### config.mk
export PLATFORM = sky130hd
export DESIGN_NAME = program_loader
export DESIGN_NICKNAME = d
export VERILOG_FILES = /design/src/rtl/program_loader.sv
export SDC_FILE = /design/constraint.sdc
export NUM_CORES = 1
export LEC_CHECK = 0
export CAP_MARGIN = 20
export CELL_PAD_IN_SITES_DETAIL_PLACEMENT = 2
export CELL_PAD_IN_SITES_GLOBAL_PLACEMENT = 2
export CORE_MARGIN = 4
export CORE_UTILIZATION = 31
export DETAILED_ROUTE_END_ITERATION = 6
export PLACE_DENSITY_LB_ADDON = 0.08
export RECOVER_POWER = 25
export REMOVE_ABC_BUFFERS = 1
export SLEW_MARGIN = 25
export SYNTH_ARGS = -nofsm -noshare
export SYNTH_HDL_FRONTEND = slang
export SYNTH_SLANG_ARGS = --single-unit
### constraint.sdc
create_clock -name clk -period 2.4 [get_ports clk]
set_input_delay 0.48 -clock clk [delete_from_list [all_inputs] [get_ports clk]]
set_output_delay 0.48 -clock clk [all_outputs]
set_load 0.01 [all_outputs]
### src/rtl/program_loader.sv
// Boot loader: frames a byte stream (length, little-endian words, XOR checksum) into the
// instruction memory and keeps the core in reset until a verified image is present.
module program_loader #(
  parameter int WORDS  = 32,
  parameter int ADDR_W = 5
) (
  input  logic              clk,
  input  logic              rst_n,
  input  logic              start,
  input  logic              byte_valid,
  input  logic [7:0]        byte_data,
  output logic              byte_ready,
  output logic              im_we,
  output logic [ADDR_W-1:0] im_addr,
  output logic [31:0]       im_wdata,
  output logic              core_rst_n,
  output logic              busy,
  output logic              done,
  output logic              error,
  output logic [ADDR_W:0]   words_loaded
);

  // Handshake: a byte is consumed on a rising edge where byte_valid and byte_ready are
  // both 1; byte_ready depends only on the state register, never on byte_valid.

  typedef enum logic [2:0] {
    S_IDLE,
    S_LEN,
    S_DATA,
    S_CHK,
    S_DONE,
    S_ERR
  } state_t;

  localparam logic [7:0]      WORDS_B = 8'(WORDS);
  localparam logic [ADDR_W:0] WORDS_N = (ADDR_W+1)'(WORDS);
  localparam logic [ADDR_W:0] ONE_N   = (ADDR_W+1)'(1);

  state_t          state, state_nx;
  logic [23:0]     asm_q;
  logic [1:0]      lane;
  logic [ADDR_W:0] idx;
  logic [ADDR_W:0] n_words;
  logic [7:0]      csum;
  logic            accept;
  logic            word_end;
  logic            last_word;

  assign accept    = byte_valid & byte_ready;
  assign word_end  = accept && (state == S_DATA) && (lane == 2'd3);
  assign last_word = word_end && ((idx + ONE_N) == n_words);

  always_comb begin
    state_nx   = state;
    byte_ready = 1'b0;
    busy       = 1'b0;
    done       = 1'b0;
    error      = 1'b0;
    core_rst_n = 1'b0;
    case (state)
      S_IDLE: begin
        if (start) state_nx = S_LEN;
      end
      S_LEN: begin
        byte_ready = 1'b1;
        busy       = 1'b1;
        if (accept) state_nx = (byte_data > WORDS_B) ? S_ERR : S_DATA;
      end
      S_DATA: begin
        byte_ready = 1'b1;
        busy       = 1'b1;
        if (last_word) state_nx = S_CHK;
      end
      S_CHK: begin
        byte_ready = 1'b1;
        busy       = 1'b1;
        if (accept) state_nx = (byte_data == csum) ? S_DONE : S_ERR;
      end
      S_DONE: begin
        done       = 1'b1;
        core_rst_n = 1'b1;
        if (start) state_nx = S_LEN;
      end
      S_ERR: begin
        error = 1'b1;
        if (start) state_nx = S_LEN;
      end
      default: state_nx = S_IDLE;
    endcase
  end

  always_ff @(posedge clk) begin
    if (!rst_n) begin
      state        <= S_IDLE;
      asm_q        <= '0;
      lane         <= '0;
      idx          <= '0;
      n_words      <= '0;
      csum         <= '0;
      im_we        <= 1'b0;
      im_addr      <= '0;
      im_wdata     <= '0;
      words_loaded <= '0;
    end else begin
      state <= state_nx;
      im_we <= 1'b0;
      if (im_we) words_loaded <= words_loaded + ONE_N;
      case (state)
        S_IDLE, S_DONE, S_ERR: begin
          if (start) begin
            asm_q        <= '0;
            lane         <= '0;
            idx          <= '0;
            csum         <= '0;
            words_loaded <= '0;
          end
        end
        S_LEN: begin
          if (accept) n_words <= (byte_data == 8'd0) ? WORDS_N : byte_data[ADDR_W:0];
        end
        S_DATA: begin
          if (accept) begin
            csum <= csum ^ byte_data;
            lane <= lane + 2'd1;
            // Fourth byte goes straight into the write register; the word never sits in asm_q.
            case (lane)
              2'd0: asm_q[7:0]   <= byte_data;
              2'd1: asm_q[15:8]  <= byte_data;
              2'd2: asm_q[23:16] <= byte_data;
              default: begin
                im_we    <= 1'b1;
                im_addr  <= idx[ADDR_W-1:0];
                im_wdata <= {byte_data, asm_q};
                idx      <= idx + ONE_N;
              end
            endcase
          end
        end
        default: ;
      endcase
    end
  end

endmodule
## Word level (Yosys, flattened, before mapping)

Cells that the tools add are included.

| word-level totals | value |
|---|---|
| bits in registers | 93 |
| output and inout port bits | 49 |
| logic and storage cells | 88 |

| operators by class | value |
|---|---|
| add/sub/neg operators | 3 |
| $lt $le $gt $ge | 1 |
| equal/unequal tests | 19 |
| muxes and demuxes | 31 |
| bitwise operators | 3 |
| reductions and logical operators | 19 |

Operators with widths:

| kind | number |
|---|---|
| two-way mux 24 bit | 2 |
| case mux 24 bit (2 select lines) | 1 |
| two-way mux 6 bit | 7 |
| two-way mux 8 bit | 5 |
| AND reduction 4 bit | 5 |
| case mux 8 bit (2 select lines) | 1 |
| two-way mux 3 bit | 5 |
| adder 6 x 1 -> 6 bit, second input constant | 2 |
| case mux 3 bit (4 select lines) | 1 |
| case mux 6 bit (2 select lines) | 1 |
| inequality test 2 bit, second input constant | 5 |
| AND reduction 3 bit | 3 |
| OR reduction 3 bit | 3 |
| equality test 8 bit | 1 |
| > comparator 8 x 6 -> 1 bit, second input constant | 1 |
| zero test 8 bit | 1 |
| inequality test 2 x 1 -> 1 bit, second input constant | 4 |
| bitwise XOR 8 bit | 1 |
| equality test 3 x 2 -> 1 bit, second input constant | 2 |
| equality test 3 bit, second input constant | 2 |
| equality test 6 bit | 1 |
| two-way mux 1 bit | 5 |
| equality test 2 bit, second input constant | 2 |
| two-way mux 2 bit | 2 |
| other kinds (11) | 13 |

## Longest topological paths before layout

Gate-level depths: netlist of the first run.

| logic depth | value |
|---|---|
| depth in word-level cells | 9 |
| gate-level depth with buffers | 9 |
| gate-level depth less buffers | 6 |

## Least setup slack after synthesis of the first run

OpenSTA, ideal clock, no wires.

| timing | value |
|---|---|
| kind | input -> register |
| start | input byte_data[1] |
| end | register state[0] |
| library setup time | 117 ps |
| arrival | 1724 ps |
| required time | 2283 ps |
| setup slack | 559 ps |
| stages | 6 |
| buffers on the path | 1 |
| path through | buf_6 > or4_4 > o21a_1 > o31ai_2 > a31oi_1 > o22a_1 |

| on the way | value |
|---|---|
| word-level cells in the longest chain between the ends | 4 |

RTL lines:

| item | RTL line | source |
|---|---|---|
| from (decl) | 11 | `input logic [7:0] byte_data,` |
| > comparator 8 x 6 -> 1 bit or equality test 8 bit (tied branches) | 67, 77 |  |
| two-way mux 3 bit or two-way mux 1 bit (tied branches) | 67, 77 |  |
| two-way mux 3 bit, on equally long branches | 67, 77 |  |
| case mux 3 bit (4 select lines) (*) | 60 | `case (state)` |
| to (signal assigned) | 105 | `state <= state_nx;` |
| to (decl) | 39 | `state_t state, state_nx;` |

Every way passes the cells marked *; elsewhere a longest branch is shown, timed or not. The select of a mux whose other input is x is not followed.
A chain may end at the register's enable or synchronous reset.

## Worst setup path after layout of the first run

| timing | value |
|---|---|
| start | register state[1] |
| end | output core_rst_n |

| on the way | value |
|---|---|
| word-level cells in the longest chain between the ends | 2 |

RTL lines:

| item | RTL line | source |
|---|---|---|
| equality test 3 bit | 60 |  |
| two-way mux 1 bit | 60 |  |
| to (decl) | 16 | `output logic core_rst_n,` |

No other way between the ends.

==> results of run 1 <==
[cell usage after synthesis, types with 3 or more instances]
cell type  number  area share [%]
nand3b_1       10             1.9
or3_1           4            0.62
nor2_1         32             3.0
clkbuf_1       20             1.9
nand2_1        87             8.1
o21ai_0         8            0.99
xnor2_1         6             1.3
a21oi_1        76             9.4
ha_1            7             2.2
xor2_1         11             2.4
mux2i_1         8             2.0
buf_4           5            0.93
and3_1          5            0.78
nor3_1          3            0.37
and2_1          6            0.93
buf_1           4            0.37
inv_1           8            0.75
buf_2          12             1.5
dfxtp_1        93              46
nand4_1         4            0.62
o21ai_1         5            0.62
nand3_1        52             6.5
[registers in the layout (all words and copies together), names as in the netlist]
register,flops
asm_q,24
words_loaded,6
im_we,1
lane,2
csum,8
n_words,6
state,3
im_wdata,32
im_addr,5
idx,6
[what timing repair did]
item,in CTS,in global routing
hold endpoints to repair,0,0
gates resized for setup,0,2
setup endpoints to repair,0,3
[metal layers]
metal | GRT usage [%] | share of wire [%]
met1 | 22.93 | 47
met2 | 29.52 | 49
met3 | 2.786 | 2.6
met4 | 6.092 | 1.5
met5 | 0 | 0
[path summary, 6_finish.rpt]
| kind | cells after the start | slack (ns) | to | start |
|---|---|---|---|---|
| max | 4 | 0.17 | core_rst_n | state[1]$_SDFFE_PN0P_ |
| min | 2 | 0.45 | im_wdata[16]$_SDFFE_PN0P_ | im_wdata[16]$_SDFFE_PN0P_ |
| max reg2reg | 6 | 0.24 | state[0]$_SDFFE_PN0P_ | idx[1]$_SDFFE_PN0P_ |
| min reg2reg | 2 | 0.45 | im_wdata[16]$_SDFFE_PN0P_ | im_wdata[16]$_SDFFE_PN0P_ |
[critical path: stages, from the launching register on]
cell	delay, ns
dfxtp_1	0.42
inv_2	0.18
nand2_1	0.11
nor2_1	0.14
clkdlybuf4s50_1	0.55
[cell families after synthesis]
group	Yosys count
buf+inv	51
fa+ha+maj	7
flops	93
xor+xnor	17
mux	9
simple gates	213
compound gates	106
[area by class of cell]
cell class / instances / area [um2] / area share (%)
Clock buffer: 9 / 225.2 / 4.369
Clock inverter: 7 / 98.84 / 1.917
Inverter: 8 / 30.03 / 0.5825
Multi-Input combinational cell: 352 / 1921 / 37.26
Sequential cell: 93 / 1862 / 36.12
Tap cell: 172 / 215.2 / 4.175
Timing Repair Buffer: 87 / 803.3 / 15.58
[power by group through the flow]
stage	Combinational (mW)	Clock [mW]	Sequential, mW
final	0.245	1.56	1.58
after global routing	0.270	1.68	1.58
after floorplan	0.111	0	1.61
after CTS	0.251	1.61	1.58
after global placement	0.245	0	1.61
after detailed placement	0.249	0	1.61
[stage by stage]
| step | total power [mW] | worst slack, ns |
|---|---|---|
| after global placement | 1.856 | 0.1170 |
| after floorplan | 1.717 | -0.05188 |
| final | 3.382 | 0.1720 |
| after global routing | 3.525 | 0.03487 |
| after CTS | 3.437 | 0.03981 |
| after detailed placement | 1.861 | 0.1036 |
==> run metrics, run 1 <==
outcome completed; Reg clk slew, reported paths 0.06 ns; mux contribution to synthesized area around 2.3%; H-tree levels 3; die height ~120 um; Num CTS Buffers 9; Slew Viols, Final 0; setup TNS 0 ns; design area slightly above 5000 um2; Total GRT Usage between 15 and 20%; layout cells sized above 1 9.173%; Root Buffer clkbuf_16; Initial DRT Pass Iterations 6; hold crit path type register to register; remaining antenna violation count 0; adder-cell share of the synthesized area roughly 2.2%; xor and xnor area share after synthesis under 10%; Worst Setup Path Type register to output pin; drt first-iter violations ~180; maximum buffer depth of the clock tree 2; fin crit share 92.83%; dpl hpwl between 8000 and 9000 um; crit path max fanout 9; Synth Instances 496; global-route wire length before repair 20,400 um; # IOs ~60; Slew HR a little under two fifths; placed cells between 700 and 800; # setup viols final 0; I/O Buffers 60; Row Count slightly above 40; Setup Buffers After CTS 0; Compound-Gate Fraction of Synth Area about 15%; largest net degree at the start of global routing 85; Slew @ Worst Pin around 0.93 ns; Area growth, synth to finish 28.07%; Switching Share 23.98%; fillers between 1,000 and 1,500; CP arrival approximately 1.8 ns; area of the core 12,670 um2; Initial Utilization a little under a third; largest family of logic cells by synthesized area simple AND/OR/NAND/NOR gates; worst ir drop on vdd 0.2778 mV; Crit. End Element output pin; average cell area after synthesis just over 8 um2; Crit path required time approximately 1.9 ns; Ys Warns 0; Internal 2.571 mW; total number of vias 3,691; RSZ-0062 raised after global routing false; drc violations 0; Psw between 800 and 900 uW; DIE WIDTH 122.0 um; TritonCTS clock tree yes; Layout Cells excl Fill 728; clk sink count 93; simple-gate share of the synthesized area between 20% and 30%; post-synthesis sequential area ratio between 40% and 50%; clk_lat worst skew 0.35 ns; endpoints failing hold 0; Post-synth EDFFs 0; vias in the first global route between 3,000 and 4,000; post-synthesis cell type count 46; fin crit period about 2.2 ns; placed inst area between 4000 and 5000 um2; hold_buf cts 0; Logic pwr share 7.3%; GPL Wtd Cong 0.7648; CP Launch Type register; Power Density ~660 nW/um2; sequential power share a little under half; commonest non-fill, non-tap cells in the layout dfxtp_1 (93), nand2_1 (87), a21oi_1 (76), nand3_1 (52), nor2_1 (32); drt total wl around 12,000 um; Yosys reg bits 93; cell area after synthesis between 4000 and 5000 um2; Final Util approximately 41%; fin nets 570; initial antenna violation count 0; clock network power share 46.2%; Post-synth ARST share 0%; die area roughly 15,000 um2; WHS approximately 0.45 ns; Pleak approximately 1.9 nW; commonest non-fill, non-tap cell in the layout dfxtp_1; Max-cap violations 0; clk_skew about 0.0058 ns; drt wl/cell between 15 and 20 um; Synth Flop Type dfxtp_1; Ant. Diodes 0; maximum clock rate approximately 0.45 GHz; drt via density around 5.1; GRT overflow 0
Power figures use the tool's default switching activity.
==> inputs of run 2 (changes only) <==
ABC_CLOCK_PERIOD_IN_PS = 2400   (was unset)
==> results of run 2 <==
No change in the layout: final DEF, timing and power equal those of run 1.
==> inputs of run 3 (changes only) <==
CAP_MARGIN = 10   (was 20)
==> results of run 3 <==
No change in the layout: final DEF, timing and power equal those of run 1.
